`src/rtl/mem_access_unit.sv`:
```
`default_nettype none
// ============================================================================
// Module   : mem_access_unit
// Purpose  : Memory stage between execute and writeback. Handles byte, half,
//            word and dword loads with sign or zero extension, and byte-enabled
//            stores over a req/gnt/rvalid data-memory port. Misaligned
//            accesses and memory timeouts are flagged rather than issued or
//            left hanging.
// Revision : 1.0 - initial release
// ============================================================================
module mem_access_unit #(
  parameter int XLEN        = 32,
  parameter int ADDR_W      = 32,
  parameter int TIMEOUT_CYC = 64
) (
  input  logic                 clk,
  input  logic                 rst,
  input  logic                 in_valid,
  output logic                 in_ready,
  input  logic                 is_ld_op,
  input  logic                 is_str_op,
  input  logic [1:0]           mem_size,
  input  logic                 ld_unsigned,
  input  logic [ADDR_W-1:0]    mem_addr,
  input  logic [XLEN-1:0]      st_val,
  input  logic [4:0]           rd_num,
  output logic                 out_valid,
  output logic [4:0]           out_rd_num,
  output logic [XLEN-1:0]      out_val,
  output logic                 out_wr_en,
  output logic                 misalign_err,
  output logic                 timeout_err,
  output logic                 dmem_req,
  input  logic                 dmem_gnt,
  output logic [ADDR_W-1:0]    dmem_addr,
  output logic                 dmem_write_en,
  output logic [XLEN/8-1:0]    dmem_be,
  output logic [XLEN-1:0]      dmem_val_out,
  input  logic                 dmem_rvalid,
  input  logic [XLEN-1:0]      dmem_val_in
);

  localparam int NB    = XLEN / 8;
  localparam int OFS   = $clog2(NB);
  localparam int CNT_W = (TIMEOUT_CYC < 2) ? 1 : $clog2(TIMEOUT_CYC);

  typedef enum logic [1:0] {
    IDLE = 2'd0,
    REQ  = 2'd1,
    WAIT = 2'd2,
    DONE = 2'd3
  } state_t;

  state_t             state, state_d;
  logic [ADDR_W-1:0]  a_addr;
  logic [1:0]         a_size;
  logic               a_uns, a_we;
  logic [XLEN-1:0]    a_st;
  logic [4:0]         a_rd;
  logic [CNT_W-1:0]   cnt, cnt_d;
  logic [XLEN-1:0]    res_val, res_val_d;
  logic               res_wr, res_wr_d, res_mis, res_mis_d, res_to, res_to_d;

  logic               accept, is_mem, misal, timeout_hit, in_req, st_req;
  logic [OFS-1:0]     lane;
  logic [XLEN-1:0]    shifted, ld_ext, st_rep;
  logic [NB-1:0]      be_mask;

  assign accept      = in_valid && (state == IDLE);
  assign is_mem      = is_ld_op || is_str_op;
  assign lane        = a_addr[OFS-1:0];
  assign shifted     = dmem_val_in >> {lane, 3'b000};
  // The abort fires on the last allowed REQ/WAIT cycle so the request is
  // visible for exactly TIMEOUT_CYC cycles.
  assign timeout_hit = (TIMEOUT_CYC != 0) && (cnt == CNT_W'(TIMEOUT_CYC - 1));
  assign in_req      = (state == REQ);
  assign st_req      = in_req && a_we;

  // Alignment check on the incoming op; dword is illegal on a 32-bit datapath.
  always_comb begin
    misal = 1'b0;
    case (mem_size)
      2'b00:   misal = 1'b0;
      2'b01:   misal = mem_addr[0];
      2'b10:   misal = |mem_addr[1:0];
      default: misal = (XLEN == 32) ? 1'b1 : |mem_addr[2:0];
    endcase
  end

  // Select the addressed lane and extend it to the full data width.
  always_comb begin
    ld_ext = shifted;
    case (a_size)
      2'b00:   ld_ext = a_uns ? XLEN'(shifted[7:0])  : XLEN'($signed(shifted[7:0]));
      2'b01:   ld_ext = a_uns ? XLEN'(shifted[15:0]) : XLEN'($signed(shifted[15:0]));
      2'b10:   ld_ext = a_uns ? XLEN'(shifted[31:0]) : XLEN'($signed(shifted[31:0]));
      default: ld_ext = shifted;
    endcase
  end

  // Store byte-enable mask and data replicated across every size-wide slot.
  always_comb begin
    be_mask = '1;
    st_rep  = a_st;
    case (a_size)
      2'b00: begin
        be_mask = NB'(1);
        st_rep  = {NB{a_st[7:0]}};
      end
      2'b01: begin
        be_mask = NB'(3);
        st_rep  = {(NB/2){a_st[15:0]}};
      end
      2'b10: begin
        be_mask = NB'(15);
        st_rep  = {(NB/4){a_st[31:0]}};
      end
      default: begin
        be_mask = '1;
        st_rep  = a_st;
      end
    endcase
    be_mask = be_mask << lane;
  end

  // Next-state, timeout counter and result-register logic.
  always_comb begin
    state_d   = state;
    cnt_d     = cnt;
    res_val_d = res_val;
    res_wr_d  = res_wr;
    res_mis_d = res_mis;
    res_to_d  = res_to;
    case (state)
      IDLE: begin
        if (in_valid) begin
          cnt_d     = '0;
          res_val_d = '0;
          res_wr_d  = 1'b0;
          res_mis_d = 1'b0;
          res_to_d  = 1'b0;
          if (!is_mem) begin
            state_d   = DONE;
            res_val_d = XLEN'(mem_addr);
          end else if (misal) begin
            state_d   = DONE;
            res_mis_d = 1'b1;
          end else begin
            state_d   = REQ;
          end
        end
      end
      REQ: begin
        cnt_d = cnt + 1'b1;
        if (dmem_gnt) begin
          if (a_we) begin
            state_d = DONE;
          end else if (dmem_rvalid) begin
            state_d   = DONE;
            res_val_d = ld_ext;
            res_wr_d  = 1'b1;
          end else begin
            state_d = WAIT;
          end
        end else if (timeout_hit) begin
          state_d  = DONE;
          res_to_d = 1'b1;
        end
      end
      WAIT: begin
        cnt_d = cnt + 1'b1;
        if (dmem_rvalid) begin
          state_d   = DONE;
          res_val_d = ld_ext;
          res_wr_d  = 1'b1;
        end else if (timeout_hit) begin
          state_d  = DONE;
          res_to_d = 1'b1;
        end
      end
      default: state_d = IDLE;
    endcase
  end

  // State, counter, captured op and result registers.
  always_ff @(posedge clk or posedge rst) begin
    if (rst) begin
      state   <= IDLE;
      cnt     <= '0;
      res_val <= '0;
      res_wr  <= 1'b0;
      res_mis <= 1'b0;
      res_to  <= 1'b0;
      a_addr  <= '0;
      a_size  <= 2'b00;
      a_uns   <= 1'b0;
      a_we    <= 1'b0;
      a_st    <= '0;
      a_rd    <= '0;
    end else begin
      state   <= state_d;
      cnt     <= cnt_d;
      res_val <= res_val_d;
      res_wr  <= res_wr_d;
      res_mis <= res_mis_d;
      res_to  <= res_to_d;
      if (accept) begin
        a_addr <= mem_addr;
        a_size <= mem_size;
        a_uns  <= ld_unsigned;
        a_we   <= !is_ld_op && is_str_op;
        a_st   <= st_val;
        a_rd   <= rd_num;
      end
    end
  end

  assign in_ready      = (state == IDLE);
  assign out_valid     = (state == DONE);
  assign out_rd_num    = out_valid ? a_rd    : '0;
  assign out_val       = out_valid ? res_val : '0;
  assign out_wr_en     = out_valid && res_wr;
  assign misalign_err  = out_valid && res_mis;
  assign timeout_err   = out_valid && res_to;

  assign dmem_req      = in_req;
  assign dmem_addr     = in_req ? {a_addr[ADDR_W-1:OFS], {OFS{1'b0}}} : '0;
  assign dmem_write_en = st_req;
  assign dmem_be       = st_req ? be_mask : '0;
  assign dmem_val_out  = st_req ? st_rep  : '0;

endmodule
`default_nettype wire

```
`config.mk`:
```
export PLATFORM = sky130hd
export DESIGN_NAME = mem_access_unit
export DESIGN_NICKNAME = d
export VERILOG_FILES = /design/src/rtl/mem_access_unit.sv
export SDC_FILE = /design/constraint.sdc
export NUM_CORES = 1
export LEC_CHECK = 0
export BUFFER_PORTS_ARGS = -buffer_cell sky130_fd_sc_hd__buf_2
export CAP_MARGIN = 20
export CORE_ASPECT_RATIO = 1.25
export CORE_UTILIZATION = 51
export CTS_BUF_LIST = sky130_fd_sc_hd__clkbuf_16
export DETAILED_ROUTE_END_ITERATION = 12
export PLACE_DENSITY = 0.81
export SETUP_SLACK_MARGIN = 0.2
export SYNTH_ARGS = -nofsm -noshare
export SYNTH_HDL_FRONTEND = slang
export SYNTH_SLANG_ARGS = --single-unit
```
`constraint.sdc`:
```
create_clock -name clk -period 4.3 [get_ports clk]
set_input_delay 0.215 -clock clk [delete_from_list [all_inputs] [get_ports clk]]
set_output_delay 0.215 -clock clk [all_outputs]
set_load 0.01 [all_outputs]
```
Yosys cells after proc, flatten, opt, wreduce, memory -nomap -nowiden --
Cells that the tools add are included.
Operators by class: $add $sub $neg 1, equality and inequality tests 12, shift operators 2, muxes and demuxes 39, reductions and logical operators 19
Operator list (number):
- $mux 32 | 10
- $pmux 32 s2 | 2
- $pmux 32 s3 | 1
- $shr 32x5->32 | 1
- $mux 2 | 6
- $pmux 6 s2 | 1
- $mux 1 | 11
- $ne 2x2->1 const B | 5
- $pmux 1 s3 | 3
- $pmux 4 s2 | 1
- $reduce_and 4->1 | 2
- $add 6x1->6 const B | 1
- $eq 2x1->1 const B | 3
- $eq 2x2->1 const B | 3
- $eq 6x6->1 const B | 1
- $logic_and 1x1->1 | 6
- $logic_not 2->1 | 3
- $mux 6 | 1
- $pmux 2 s3 | 1
- $mux 5 | 1
- $mux 4 | 1
- $reduce_and 2->1 | 2
- $reduce_or 2->1 | 2
- $shl 4x2->4 | 1
- 4 further kinds | 4
Word-level totals: flip-flop bits (word level) 116, output and inout bits 112, logic and storage cells 85

Depth between registers and ports, before layout --
word-level depth 7, depth in mapped cells 9, mapped depth without buffers 6

Worst setup path after synthesis --
No wires, ideal clock.
kind register -> register, start register state[0], end register res_val[24], setup time 0.125 ns, data arrival time 1.726 ns, required time 4.175 ns, path slack 2.449 ns, cell stages (with the launch flop) 9, period minus slack after synthesis 1.851 ns, path through dfrtp_1 -> inv_1 -> ha_1 -> buf_4 -> inv_1 -> o31a_1 -> buf_4 -> a22oi_1 -> o31ai_2
Between the ends: cells in the longest elaborated chain, start to end 3, elaborated cells between the ends (all ways) 9, those cells by class eq/ne: 5; mux: 1; reduce/logical: 3
Ends and longest elaborated chain:
- start: declaration | line 54 | state_t state, state_d;
- start signal: assignment | line 201 | state <= state_d;
- $eq 2x1->1 (tied with other cells) | line 134 | case (state)
- $ne 2x2->1 (no source line) or $reduce_bool 3->1 (tied branches)
- $reduce_and 4->1 (no source line)
- end signal: assignment | line 203 | res_val <= res_val_d;
- end: declaration | line 61 | logic [XLEN-1:0] res_val, res_val_d;
Parallel ways exist; a longest one is shown, timed or not. A chain may end at the register's enable or synchronous reset.

Final worst setup path --
start register state[1], end output dmem_be[2]
Between the ends: cells in the longest elaborated chain, start to end 3
Ends and longest elaborated chain:
- $eq 2x1->1 | line 76 | assign in_req = (state == REQ);
- $logic_and 1x1->1 | line 77 | assign st_req = in_req && a_we;
- $mux 4 | line 229 | assign dmem_be = st_req ? be_mask : '0;
- end: declaration | line 37 | output logic [XLEN/8-1:0] dmem_be,
Every way passes these cells.

==> Implementation_results.wiki <==
{| class="wikitable"
! Metric !! Value
|-
| Synth warn || 0
|-
| Most repeated cell in the gate-level netlist after synthesis || sky130_fd_sc_hd__dfrtp_1
|-
| Delay of the slowest critical-path stage || roughly 0.80 ns
|-
| Share of cell area taken by muxes after synthesis || 17.6%
|-
| Data required time of the critical path || slightly above 4 ns
|-
| Final Slew Violations || 0
|-
| Post-synthesis share of cell area spent on and, or, nand and nor gates || between 15 and 20%
|-
| Buffers added on ports || 220
|-
| Capture endpoint of the worst hold path || a_st[3]$_DFFE_PP0P_
|-
| Element type at the critical path end || primary output
|-
| Status || complete, no violations
|-
| Netlist area before placement || between 6000 and 7000 µm²
|-
| Cell area after placement || 7750 µm²
|-
| Clock network power share || around a fifth
|-
| Synth-to-Final Area Change || 27.1%
|-
| Worst min-delay path class || in2reg
|-
| Clock tree from TritonCTS || done
|-
| Worst slew pin tran || 1.04 ns
|-
| Distinct cell type count of the synthesized netlist || 51
|-
| Starting density of the core || 52.2%
|-
| Instance count of the mapped netlist || just under 700
|-
| Met1 Wirelength || 7.78 mm
|-
| Crit start category || flop
|-
| # rows || 46
|-
| Maximum capacitance violations || 0
|-
| Data arrival time of the critical path || ~3.1 ns
|-
| Start point of the critical path || state[1]$_DFFE_PP0P_
|-
| DR WL met3 || around 1.4 mm
|-
| Final instance count without filler cells || about 1100
|-
| Final clock period utilization by the worst path || roughly 77%
|-
| Final setup TNS || 0 ns
|-
| Hold Path Stages || 2
|-
| Gpl congestion || a little under 0.9
|-
| Total via count in the routed design || 6034
|-
| Combinational family with the most area after synthesis || multiplexers
|-
| Fraction of the mapped netlist area in compound gates || 15.0%
|-
| Number of inserted diodes || 0
|-
| Detailed-placement wirelength estimate || between 10 and 15 mm
|-
| Hold violation total from the final report || 0
|-
| Crit Reg-Reg Endpoint || res_val[19]$_DFFE_PP0P_
|-
| Cells along the critical path || inv_1 > ha_1 > nand2_1 > a221oi_1 > buf_2
|-
| Slowest-stage cell, CP || sky130_fd_sc_hd__nand2_1
|-
| Sink Count || 116
|-
| Register share of total power || approximately 30%
|-
| Total Die Area || about 13000 µm²
|-
| Average instance area after synthesis || ~9.8 µm²
|-
| Power Total || 6.63 mW
|-
| CORE AREA || ~13000 µm²
|-
| Startpoint of the tightest hold check path || st_val[3]
|-
| Number of antenna violations at the first check in global routing || 1
|-
| Switching power as a share of total power || between 40% and 50%
|-
| Layout cell share with drive strength beyond 1 || roughly two fifths
|-
| Proportion of register bits with asynchronous set or reset after synthesis || 100%
|-
| Net switching power || 2.72 mW
|-
| Total wire length || 19.5 mm
|-
| Synth top cells by count || sky130_fd_sc_hd__dfrtp_1, sky130_fd_sc_hd__mux2_2, sky130_fd_sc_hd__a21oi_1
|-
| Routed length on met2 || between 9 and 10 mm
|-
| Reg2Reg Depth || 5
|-
| Routed via count divided by cell count || 5.72
|-
| Maximum vdd ir drop || 409 µV
|-
| Final Net Count || approximately 1000
|-
| Synth area leaders || sky130_fd_sc_hd__dfrtp_1, sky130_fd_sc_hd__mux2_2, sky130_fd_sc_hd__and2_1, sky130_fd_sc_hd__mux2i_1, sky130_fd_sc_hd__a21oi_1
|-
| Number of nets with antenna violations after routing || 0
|-
| Pin count of the biggest net entering global routing || 82
|-
| Post-synthesis sequential element count || about 120
|-
| Number of flops mapped to enable cells by yosys || 0
|-
| Die span in y || ~130 µm
|-
| Number of iterations in the first detailed-routing pass || 6
|-
| Post-Synth Adder-Cell Area || less than 1%
|-
| H-tree depth reported by CTS || 4
|-
| Core utilization of the finished layout || between 60% and 70%
|-
| Pwr dens || about 790 nW/µm²
|-
| Critical Setup Path Class || reg2out
|-
| Sequential area share after synthesis || between 40% and 50%
|-
| Clock buffer count from CTS || 17
|-
| First-pass GRT wire length || between 30 and 40 mm
|-
| Max-slew headroom at the worst pin || 30.3%
|-
| Average routed wire per standard cell || 18.5 µm
|-
| Clock period minus final worst setup slack || between 3 and 4 ns
|-
| Drt first-iter violations || 360
|-
| Top Metal Used || met5
|-
| Leakage power of the design || about 4.2 nW
|-
| Crit-path max FO || 29
|-
| Crit Reg-Reg Startpoint || state[0]$_DFFE_PP0P_
|-
| Clock latency on the worst-skew pair || 0.41 ns
|-
| Via count of the first global-routing pass || just under 6000
|-
| Ports placed on the boundary || roughly 220
|-
| Cell type with the largest total area after synthesis || sky130_fd_sc_hd__dfrtp_1
|-
| Setup repair after global routing missed its margin || false
|-
| Width of the die || roughly 100 µm
|-
| Largest clock skew in the final design || around 0.015 ns
|-
| DRC || 0
|-
| Most used flip-flop cell after synthesis || sky130_fd_sc_hd__dfrtp_1
|-
| Post-synthesis xor/xnor area fraction || less than 1%
|-
| Number of instances in the placed design || just over 1000
|-
| Setup Viol. Count Final || 0
|-
| Cell internal power dissipation || 3.91 mW
|-
| CTS clock-pin slew for the worst setup and hold paths || 0.06 ns
|-
| Final std cell area, no fill || roughly 8400 µm²
|-
| Final global-route overflow total || 0
|-
| Total routing usage reported by global routing || between 20 and 30%
|-
| Gate power share || between 40% and 50%
|-
| Clock Root Buffer || sky130_fd_sc_hd__clkbuf_16
|-
| Maximum clock path buffer count || 2
|-
| Fraction of synthesized cell area taken by the top area cell type || a little over two fifths
|-
| Count of filler cells inserted in the layout || 1089
|-
| Register-to-register path setup slack || around 1.5 ns
|-
| Max Freq || around 0.3 GHz
|}
## worst max-delay path by stage
| stage | end |
|---|---|
| floorplan | a_addr[0]$_DFFE_PP0P_ |
| global placement | res_val[2]$_DFFE_PP0P_ |
| detailed placement | res_val[19]$_DFFE_PP0P_ |
| CTS | dmem_be[2] |
| global route | dmem_be[1] |
| finish | dmem_be[2] |
## cell type report
type                            instances  area [µm²]  share of cell area, %
Timing Repair Buffer                  233        1240                   14.8
Multi-Input combinational cell        484        3370                   40.1
Inverter                               22        85.1                   1.01
Sequential cell                       116        2900                   34.5
Tap cell                              168         210                   2.50
Clock buffer                           17         425                   5.06
Clock inverter                         15         166                   1.98
## critical path: cells and delay by family, from the launching register on
| kind | cells | cell delay, ns |
|---|---|---|
| AOI/OAI and AO/OA | 1 | 0.43 |
| adders and majority gates | 1 | 0.77 |
| buffers and inverters | 2 | 0.28 |
| DFF | 1 | 0.41 |
| and+or+nand+nor | 1 | 0.80 |
## per-stage QoR
step	hold slack, ns	setup slack, ns
floorplan	0.339	1.01
global placement	0.446	1.52
detailed placement	0.452	1.38
CTS	0.0205	1.01
global route	0.0226	0.788
finish	0.0327	0.986
## power by group through the flow
stage | sequential (mW) | combinational (mW) | clock [mW]
2_1_floorplan | 1.82 | 2.49 | 0
5_1_grt | 2.08 | 3.48 | 1.48
6_report | 2.01 | 3.20 | 1.42
4_1_cts | 2.01 | 3.18 | 1.44
3_5_place_dp | 2.03 | 3.16 | 0
3_3_place_gp | 1.99 | 3.07 | 0
## sequential cells by signal (all words and copies together) (netlist names)
name / count
a_addr: 32
a_st: 32
res_val: 32
cnt: 6
a_rd: 5
a_size: 2
state: 2
a_uns: 1
a_we: 1
res_mis: 1
res_to: 1
res_wr: 1
## layer usage
metal  vias to the layer above  global-route usage (%)
li1                       2764                       -
met1                      2930                    35.1
met2                       302                    50.7
met3                        36                    6.79
met4                         2                    11.6
met5                         -                       0
## logic make-up (layout without fill, tap and decap cells)
kind of cell	after synthesis	after routing
multiplexers	106	106
other	1	2
buffers and inverters	77	287
adder cells (fa/ha/maj)	5	5
AND/OR/NAND/NOR	220	220
flip-flops	116	116
XOR/XNOR	1	1
AO/OA/AOI/OAI	150	150
## timing repair
item | in CTS | in global routing
hold buffers | 0 | 1
setup endpoints to repair | 0 | 0
hold endpoints to repair | 0 | 8
setup buffers | 0 | 0
gates resized for setup | 0 | 0
## cell usage in the layout (no fill, tap or decap), drive strengths merged, types with 3 or more instances in the layout
cell type    n
nand3        3
a22o         3
nand2b       8
a211o        7
bufinv       3
inv         25
mux2i       33
and2        63
a21oi       63
buf        231
a22oi        9
nor3         5
clkbuf      18
a32oi        8
ha           5
nor2b       10
o32ai       15
dfrtp      116
o21ai       22
clkinv       4
mux2        72
clkinvlp     5
o31ai       10
nor2        64
and3         9
nand2       51
Note: power is estimated with default switching activity, not from simulation.
